<file path="config.mk">
export PLATFORM = sky130hd
export DESIGN_NAME = ov7670_config_seq
export DESIGN_NICKNAME = d
export VERILOG_FILES = /design/src/rtl/ov7670_config_seq.sv
export SDC_FILE = /design/constraint.sdc
export NUM_CORES = 1
export LEC_CHECK = 0
export ABC_AREA = 1
export BUFFER_PORTS_ARGS = -buffer_cell sky130_fd_sc_hd__buf_4
export CORE_ASPECT_RATIO = 1.4
export CORE_MARGIN = 2
export CORE_UTILIZATION = 45
export DETAILED_ROUTE_END_ITERATION = 6
export PLACE_DENSITY_LB_ADDON = 0.15
export SLEW_MARGIN = 20
export SYNTH_ARGS = -nofsm -noshare
export SYNTH_HDL_FRONTEND = slang
export SYNTH_SLANG_ARGS = --single-unit
</file>
<file path="constraint.sdc">
create_clock -name i_clk -period 2.3 [get_ports i_clk]
set_input_delay 0.46 -clock i_clk [delete_from_list [all_inputs] [get_ports i_clk]]
set_output_delay 0.46 -clock i_clk [all_outputs]
set_load 0.02 [all_outputs]
</file>
<file path="src/rtl/ov7670_config_seq.sv">
// OV7670 SCCB register configuration sequencer.
// Walks a 64-entry {reg,val} table and feeds the bytes to an I2C/SCCB master.
//
// Ports:
//   i_clk     - single clock for all logic
//   i_rst_n   - asynchronous active-low reset
//   i_start   - level; high sample in IDLE/DONE/ERROR starts a pass at entry 0
//   i_ready   - downstream master idle/ready flag
//   o_addr    - 7-bit device address (constant DEV_ADDR)
//   o_din     - byte to transmit; held between transfer requests
//   o_rd_wr   - constant 0 (write only)
//   o_enable  - one-cycle transfer request, only ever asserted in ISSUE
//   o_busy    - pass in progress
//   o_done    - table finished
//   o_error   - master did not respond within TIMEOUT_CYCLES
//   o_index   - current table index
module ov7670_config_seq #(
    parameter logic [6:0]  DEV_ADDR       = 7'h21,
    parameter int unsigned DELAY_CYCLES   = 1000000,
    parameter int unsigned TIMEOUT_CYCLES = 65535
) (
    input  logic       i_clk,
    input  logic       i_rst_n,
    input  logic       i_start,
    input  logic       i_ready,
    output logic [6:0] o_addr,
    output logic [7:0] o_din,
    output logic       o_rd_wr,
    output logic       o_enable,
    output logic       o_busy,
    output logic       o_done,
    output logic       o_error,
    output logic [5:0] o_index
);

    typedef enum logic [2:0] {
        S_IDLE,
        S_FETCH,
        S_ISSUE,
        S_WAIT_BUSY,
        S_WAIT_DONE,
        S_DELAY,
        S_DONE,
        S_ERROR
    } state_e;

    localparam logic [15:0] WORD_EOT   = 16'hFFFF;
    localparam logic [15:0] WORD_DELAY = 16'hF0F0;
    localparam logic [5:0]  LAST_IDX   = 6'd63;

    // Terminal counts: a phase lasting N cycles ends when the counter,
    // cleared on entry, holds N-1.
    localparam logic [31:0] DLY_LAST = 32'(DELAY_CYCLES - 1);
    localparam logic [31:0] TO_LAST  = 32'(TIMEOUT_CYCLES - 1);

    // Configuration table. Unlisted entries read as end-of-table.
    function automatic logic [15:0] table_word(input logic [5:0] idx);
        logic [15:0] w;
        w = WORD_EOT;
        case (idx)
            6'd0:    w = 16'h1280;  // COM7: soft reset
            6'd1:    w = WORD_DELAY; // let the sensor settle
            6'd2:    w = 16'h1204;  // COM7: RGB output
            6'd3:    w = 16'h40D0;  // COM15: RGB565, full range
            6'd4:    w = 16'h8C00;  // RGB444 off
            6'd5:    w = 16'h1101;  // CLKRC: prescale
            6'd6:    w = WORD_EOT;
            default: w = WORD_EOT;
        endcase
        return w;
    endfunction

    state_e      state_q, state_d;
    logic [5:0]  idx_q, idx_d;
    logic [31:0] cnt_q, cnt_d;
    logic        phase_q, phase_d;  // 0: reg byte, 1: val byte
    logic [7:0]  val_q, val_d;
    logic [7:0]  din_q, din_d;
    logic        enable_c;
    logic [15:0] word_c;

    assign word_c = table_word(idx_q);

    always_ff @(posedge i_clk or negedge i_rst_n) begin
        if (!i_rst_n) begin
            state_q <= S_IDLE;
            idx_q   <= '0;
            cnt_q   <= '0;
            phase_q <= 1'b0;
            val_q   <= '0;
            din_q   <= '0;
        end else begin
            state_q <= state_d;
            idx_q   <= idx_d;
            cnt_q   <= cnt_d;
            phase_q <= phase_d;
            val_q   <= val_d;
            din_q   <= din_d;
        end
    end

    always_comb begin
        state_d  = state_q;
        idx_d    = idx_q;
        cnt_d    = cnt_q;
        phase_d  = phase_q;
        val_d    = val_q;
        din_d    = din_q;
        enable_c = 1'b0;

        unique case (state_q)
            S_IDLE, S_DONE, S_ERROR: begin
                if (i_start) begin
                    idx_d   = '0;
                    cnt_d   = '0;
                    phase_d = 1'b0;
                    state_d = S_FETCH;
                end
            end

            S_FETCH: begin
                if (word_c == WORD_EOT) begin
                    state_d = S_DONE;
                end else if (word_c == WORD_DELAY) begin
                    cnt_d   = '0;
                    state_d = S_DELAY;
                end else begin
                    // din is loaded ahead of ISSUE so the byte is
                    // already stable in the pulse cycle.
                    val_d   = word_c[7:0];
                    din_d   = word_c[15:8];
                    phase_d = 1'b0;
                    state_d = S_ISSUE;
                end
            end

            S_ISSUE: begin
                if (i_ready) begin
                    enable_c = 1'b1;
                    cnt_d    = '0;
                    state_d  = S_WAIT_BUSY;
                end
            end

            S_WAIT_BUSY: begin
                if (!i_ready) begin
                    cnt_d   = '0;
                    state_d = S_WAIT_DONE;
                end else if (cnt_q >= TO_LAST) begin
                    state_d = S_ERROR;
                end else begin
                    cnt_d = cnt_q + 32'd1;
                end
            end

            S_WAIT_DONE: begin
                if (i_ready) begin
                    if (!phase_q) begin
                        phase_d = 1'b1;
                        din_d   = val_q;
                        state_d = S_ISSUE;
                    end else if (idx_q == LAST_IDX) begin
                        state_d = S_DONE;
                    end else begin
                        idx_d   = idx_q + 6'd1;
                        state_d = S_FETCH;
                    end
                end else if (cnt_q >= TO_LAST) begin
                    state_d = S_ERROR;
                end else begin
                    cnt_d = cnt_q + 32'd1;
                end
            end

            S_DELAY: begin
                if (cnt_q >= DLY_LAST) begin
                    cnt_d = '0;
                    if (idx_q == LAST_IDX) begin
                        state_d = S_DONE;
                    end else begin
                        idx_d   = idx_q + 6'd1;
                        state_d = S_FETCH;
                    end
                end else begin
                    cnt_d = cnt_q + 32'd1;
                end
            end

            default: state_d = S_IDLE;
        endcase
    end

    assign o_addr   = DEV_ADDR;
    assign o_rd_wr  = 1'b0;
    assign o_din    = din_q;
    assign o_enable = enable_c;
    assign o_index  = idx_q;
    assign o_done   = (state_q == S_DONE);
    assign o_error  = (state_q == S_ERROR);
    assign o_busy   = (state_q != S_IDLE) &&
                      (state_q != S_DONE) &&
                      (state_q != S_ERROR);

endmodule

</file>
==> flow_summary.toml <==
[global_route]
first_global_vias = 3629
antenna_found_initial = 0
remaining_overflow_grt = 0
globalRouteTotalUtil = 0.2235
global_route_wire_length_before_repair_um = 16480
largest_net_degree_at_the_start_of_global_routing = 57

[placed_design]
post-dp-hpwl_um = 6890
port_buffers = 21
place_congestion = 0.9584

[sta]
timing.final.hold_violations = 0
final.period_utilization = 0.8921
setup_viol_count_final = 0
hold-worst-slack_ps = 214.2
skew_ps = 8.486
worst-slew-pin-transition_ps = 736.1
slew_viol_final = 0
setup-tns-final_ps = 0
rsz0062_at_grt = "false"
clock.fmax_mhz = 487.4
fin_crit_ps = 2052
timing.max_slew.rel_slack = 0.5093

[synth]
synthCells = 576
post_synth_num_cell_types = 36
ys.warnings.count = 0
synth_area_um2 = 3890
ffs_latches_synth = 56
synth.yosys.seq_area_share = 0.3602
synthesis.area_per_instance_um2 = 6.753

[layout]
layout_cell_share_with_drive_strength_beyond_1 = 0.1254
postLayoutCoreUtil = 0.5022
n_fill_cell = 876
count_of_antenna_diodes_in_the_layout = 0
most_frequent_cells_in_the_layout = "sky130_fd_sc_hd__nand2_1 (194), sky130_fd_sc_hd__nor2_1 (70), sky130_fd_sc_hd__dfrtp_1 (56), sky130_fd_sc_hd__inv_1 (50), sky130_fd_sc_hd__o21ai_0 (40)"
final_nets = 607
mostFrequentLayoutCell = "sky130_fd_sc_hd__nand2_1"
layout-area-overhead-vs-synth_pct = 9.842

[route]
drtAntennaViolNets = 0
via_per_inst = 5.145
routed_wire_length_um = 9585
detailroute.via_count = 3617
route.detailed.drc = 0
wl_per_cell_um = 13.63
drtPass1Iterations = 4
iteration_0_drc_count_of_the_detailed_router = 204

[critical_path]
crit_required_ps = 2550
crit_path_top_delay_cell = "sky130_fd_sc_hd__dfrtp_1"
critical_path.endpoint_type = "register"
timing_worst_setup_path_type = "reg -> reg"
setup.worst_path.start_class = "register"
timing.critical_path.arrival_ps = 2300
critPathMostFrequentCell = "sky130_fd_sc_hd__nand2_1"
slowest_delay_ps = 460
crit_path_cell_trace = "inv_1 > ha_1 > o211ai_2 > nand2_1 > nor2_2 > a21oi_2 > o21ai_2 > nand2_1 > nand2_1"
timing.critical_path.fanout_max = 8

[clock_network]
postCtsSetupRepairBufs = 0
worst_setup_hold_path_clk_slew_ps = 80
ctsLongestPathBuffers = 2
clk_latency_ps = 310
ctsResizeCount = 0
cts_hold_buf = 0
cts_tree = "yes"
cts-buffers-inserted = 5
htree_levels = 2
cts.root.buffer_cell = "sky130_fd_sc_hd__clkbuf_16"
clock_sinks = 56

[power_and_ir_drop]
power_after_layout_w = 0.003647
p_leak_nw = 2.246
power_density_nw_per_um2 = 853.5
ir_drop_v = 0.0004932

[status]
result_of_the_run = "completed"

[die]
placement_rows = 40
design.core.area_um2 = 8508
starting_density_of_the_core = 0.4572
fp.dieH_um = 114.0
io_pins = 30
width_of_the_die_um = 82.58
die_outline_area_um2 = 9415

[flow_run]
cap_viol_max_count = 0

[hold_path]
holdCritPathClass = "in -> async"
## cell families (layout without fill, tap and decap cells)
kind of cell    Yosys count  count (layout)  share of synthesized area
buf+inv                  79              95                    0.09488
other cells               2               8                   0.001931
compound gates           87              87                     0.1322
xor+xnor                  3               3                   0.006756
flops                    56              56                     0.3602
simple gates            343             343                     0.3847
fa+ha+maj                 6               6                    0.01930
## report_power, final
group	internal, W	switching (W)	leakage, nW
logic	0.000462	0.00117	1.40
clock network	0.000422	0.000416	0.0767
registers	0.00109	0.0000818	0.764
total	0.00197	0.00167	2.25
## sequential cells by signal, summed over array words and instances (netlist names)
| register | cells |
|---|---|
| o_din | 8 |
| val_q | 6 |
| cnt_q | 32 |
| phase_q | 1 |
| state_q | 3 |
| o_index | 6 |
## routing by layer
layer / global-route usage / routed length [um] / up-vias
li1: - / - / 1860
met1: 0.2567 / 3916 / 1681
met2: 0.4091 / 5204 / 61
met3: 0.03323 / 281 / 15
met4: 0.07869 / 182 / 0
met5: 0 / 0 / -
## final timing paths
path | from | endpoint | slack, ps | depth (start not counted)
min | i_rst_n | cnt_q[15] | 210 | 1
min reg2reg | cnt_q[24] | cnt_q[24] | 490 | 1
min in group i_clk | cnt_q[24] | cnt_q[24] | 490 | 1
max | o_index[0] | o_din[7] | 250 | 9
max in group asynchronous | i_rst_n | cnt_q[27] | 1600 | 1
max reg2reg | o_index[0] | o_din[7] | 250 | 9
## cell usage after synthesis
master	number	area [um2]
sky130_fd_sc_hd__nand2_1	194	728.2
sky130_fd_sc_hd__nor2_1	70	262.8
sky130_fd_sc_hd__dfrtp_1	56	1401
sky130_fd_sc_hd__inv_1	50	187.7
sky130_fd_sc_hd__o21ai_0	40	200.2
sky130_fd_sc_hd__nand3_1	37	185.2
sky130_fd_sc_hd__a21oi_1	18	90.09
sky130_fd_sc_hd__nand4_1	11	68.82
sky130_fd_sc_hd__buf_2	9	45.04
sky130_fd_sc_hd__buf_4	9	67.56
sky130_fd_sc_hd__o21a_1	9	67.56
sky130_fd_sc_hd__o21ai_2	7	61.31
sky130_fd_sc_hd__ha_1	6	75.07
sky130_fd_sc_hd__a21boi_0	5	37.54
sky130_fd_sc_hd__inv_2	5	18.77
sky130_fd_sc_hd__nand2_2	5	31.28
sky130_fd_sc_hd__nor2_2	5	31.28
sky130_fd_sc_hd__nor3_1	5	25.02
sky130_fd_sc_hd__nand2_4	4	45.04
sky130_fd_sc_hd__buf_6	3	33.78
sky130_fd_sc_hd__nor2_4	3	33.78
sky130_fd_sc_hd__o21ai_1	3	15.01
sky130_fd_sc_hd__xor2_1	3	26.28
sky130_fd_sc_hd__and3_1	2	12.51
sky130_fd_sc_hd__conb_1	2	7.510
sky130_fd_sc_hd__inv_4	2	12.51
sky130_fd_sc_hd__nand3_2	2	20.02
sky130_fd_sc_hd__nor3_4	2	32.53
sky130_fd_sc_hd__o21bai_1	2	15.01
sky130_fd_sc_hd__a21oi_2	1	8.760
sky130_fd_sc_hd__a31oi_1	1	6.260
sky130_fd_sc_hd__and2_1	1	6.260
sky130_fd_sc_hd__clkbuf_1	1	3.750
sky130_fd_sc_hd__nand3b_1	1	7.510
sky130_fd_sc_hd__nor4_1	1	6.260
sky130_fd_sc_hd__o211ai_2	1	12.51
## stage by stage
step | cell area, um2 | worst slack, ps | std cells
2_1_floorplan | 3913 | 430.7 | 582
3_3_place_gp | 4119 | 306.6 | 695
3_5_place_dp | 4119 | 255.0 | 695
4_1_cts | 4273 | 241.9 | 703
5_1_grt | 4273 | 49.08 | 703
6_report | 4273 | 248.2 | 703
## final cells by class
type / instances / area [um2] / area share
Tap cell: 105 / 131.4 / 0.03075
Timing Repair Buffer: 30 / 225.2 / 0.05271
Clock buffer: 5 / 125.1 / 0.02928
Clock inverter: 3 / 28.78 / 0.006735
Multi-Input combinational cell: 447 / 2142 / 0.5013
Inverter: 57 / 219.0 / 0.05124
Sequential cell: 56 / 1401 / 0.3280
## worst max-delay path, delay by kind of cell, from the launching register on
| family | cells | cell delay, ps |
|---|---|---|
| adders and majority gates | 1 | 250 |
| and+or+nand+nor | 4 | 610 |
| DFF | 1 | 460 |
| AOI/OAI and AO/OA | 3 | 560 |
| buffers and inverters | 1 | 110 |
(Power assumes the default switching activity.)
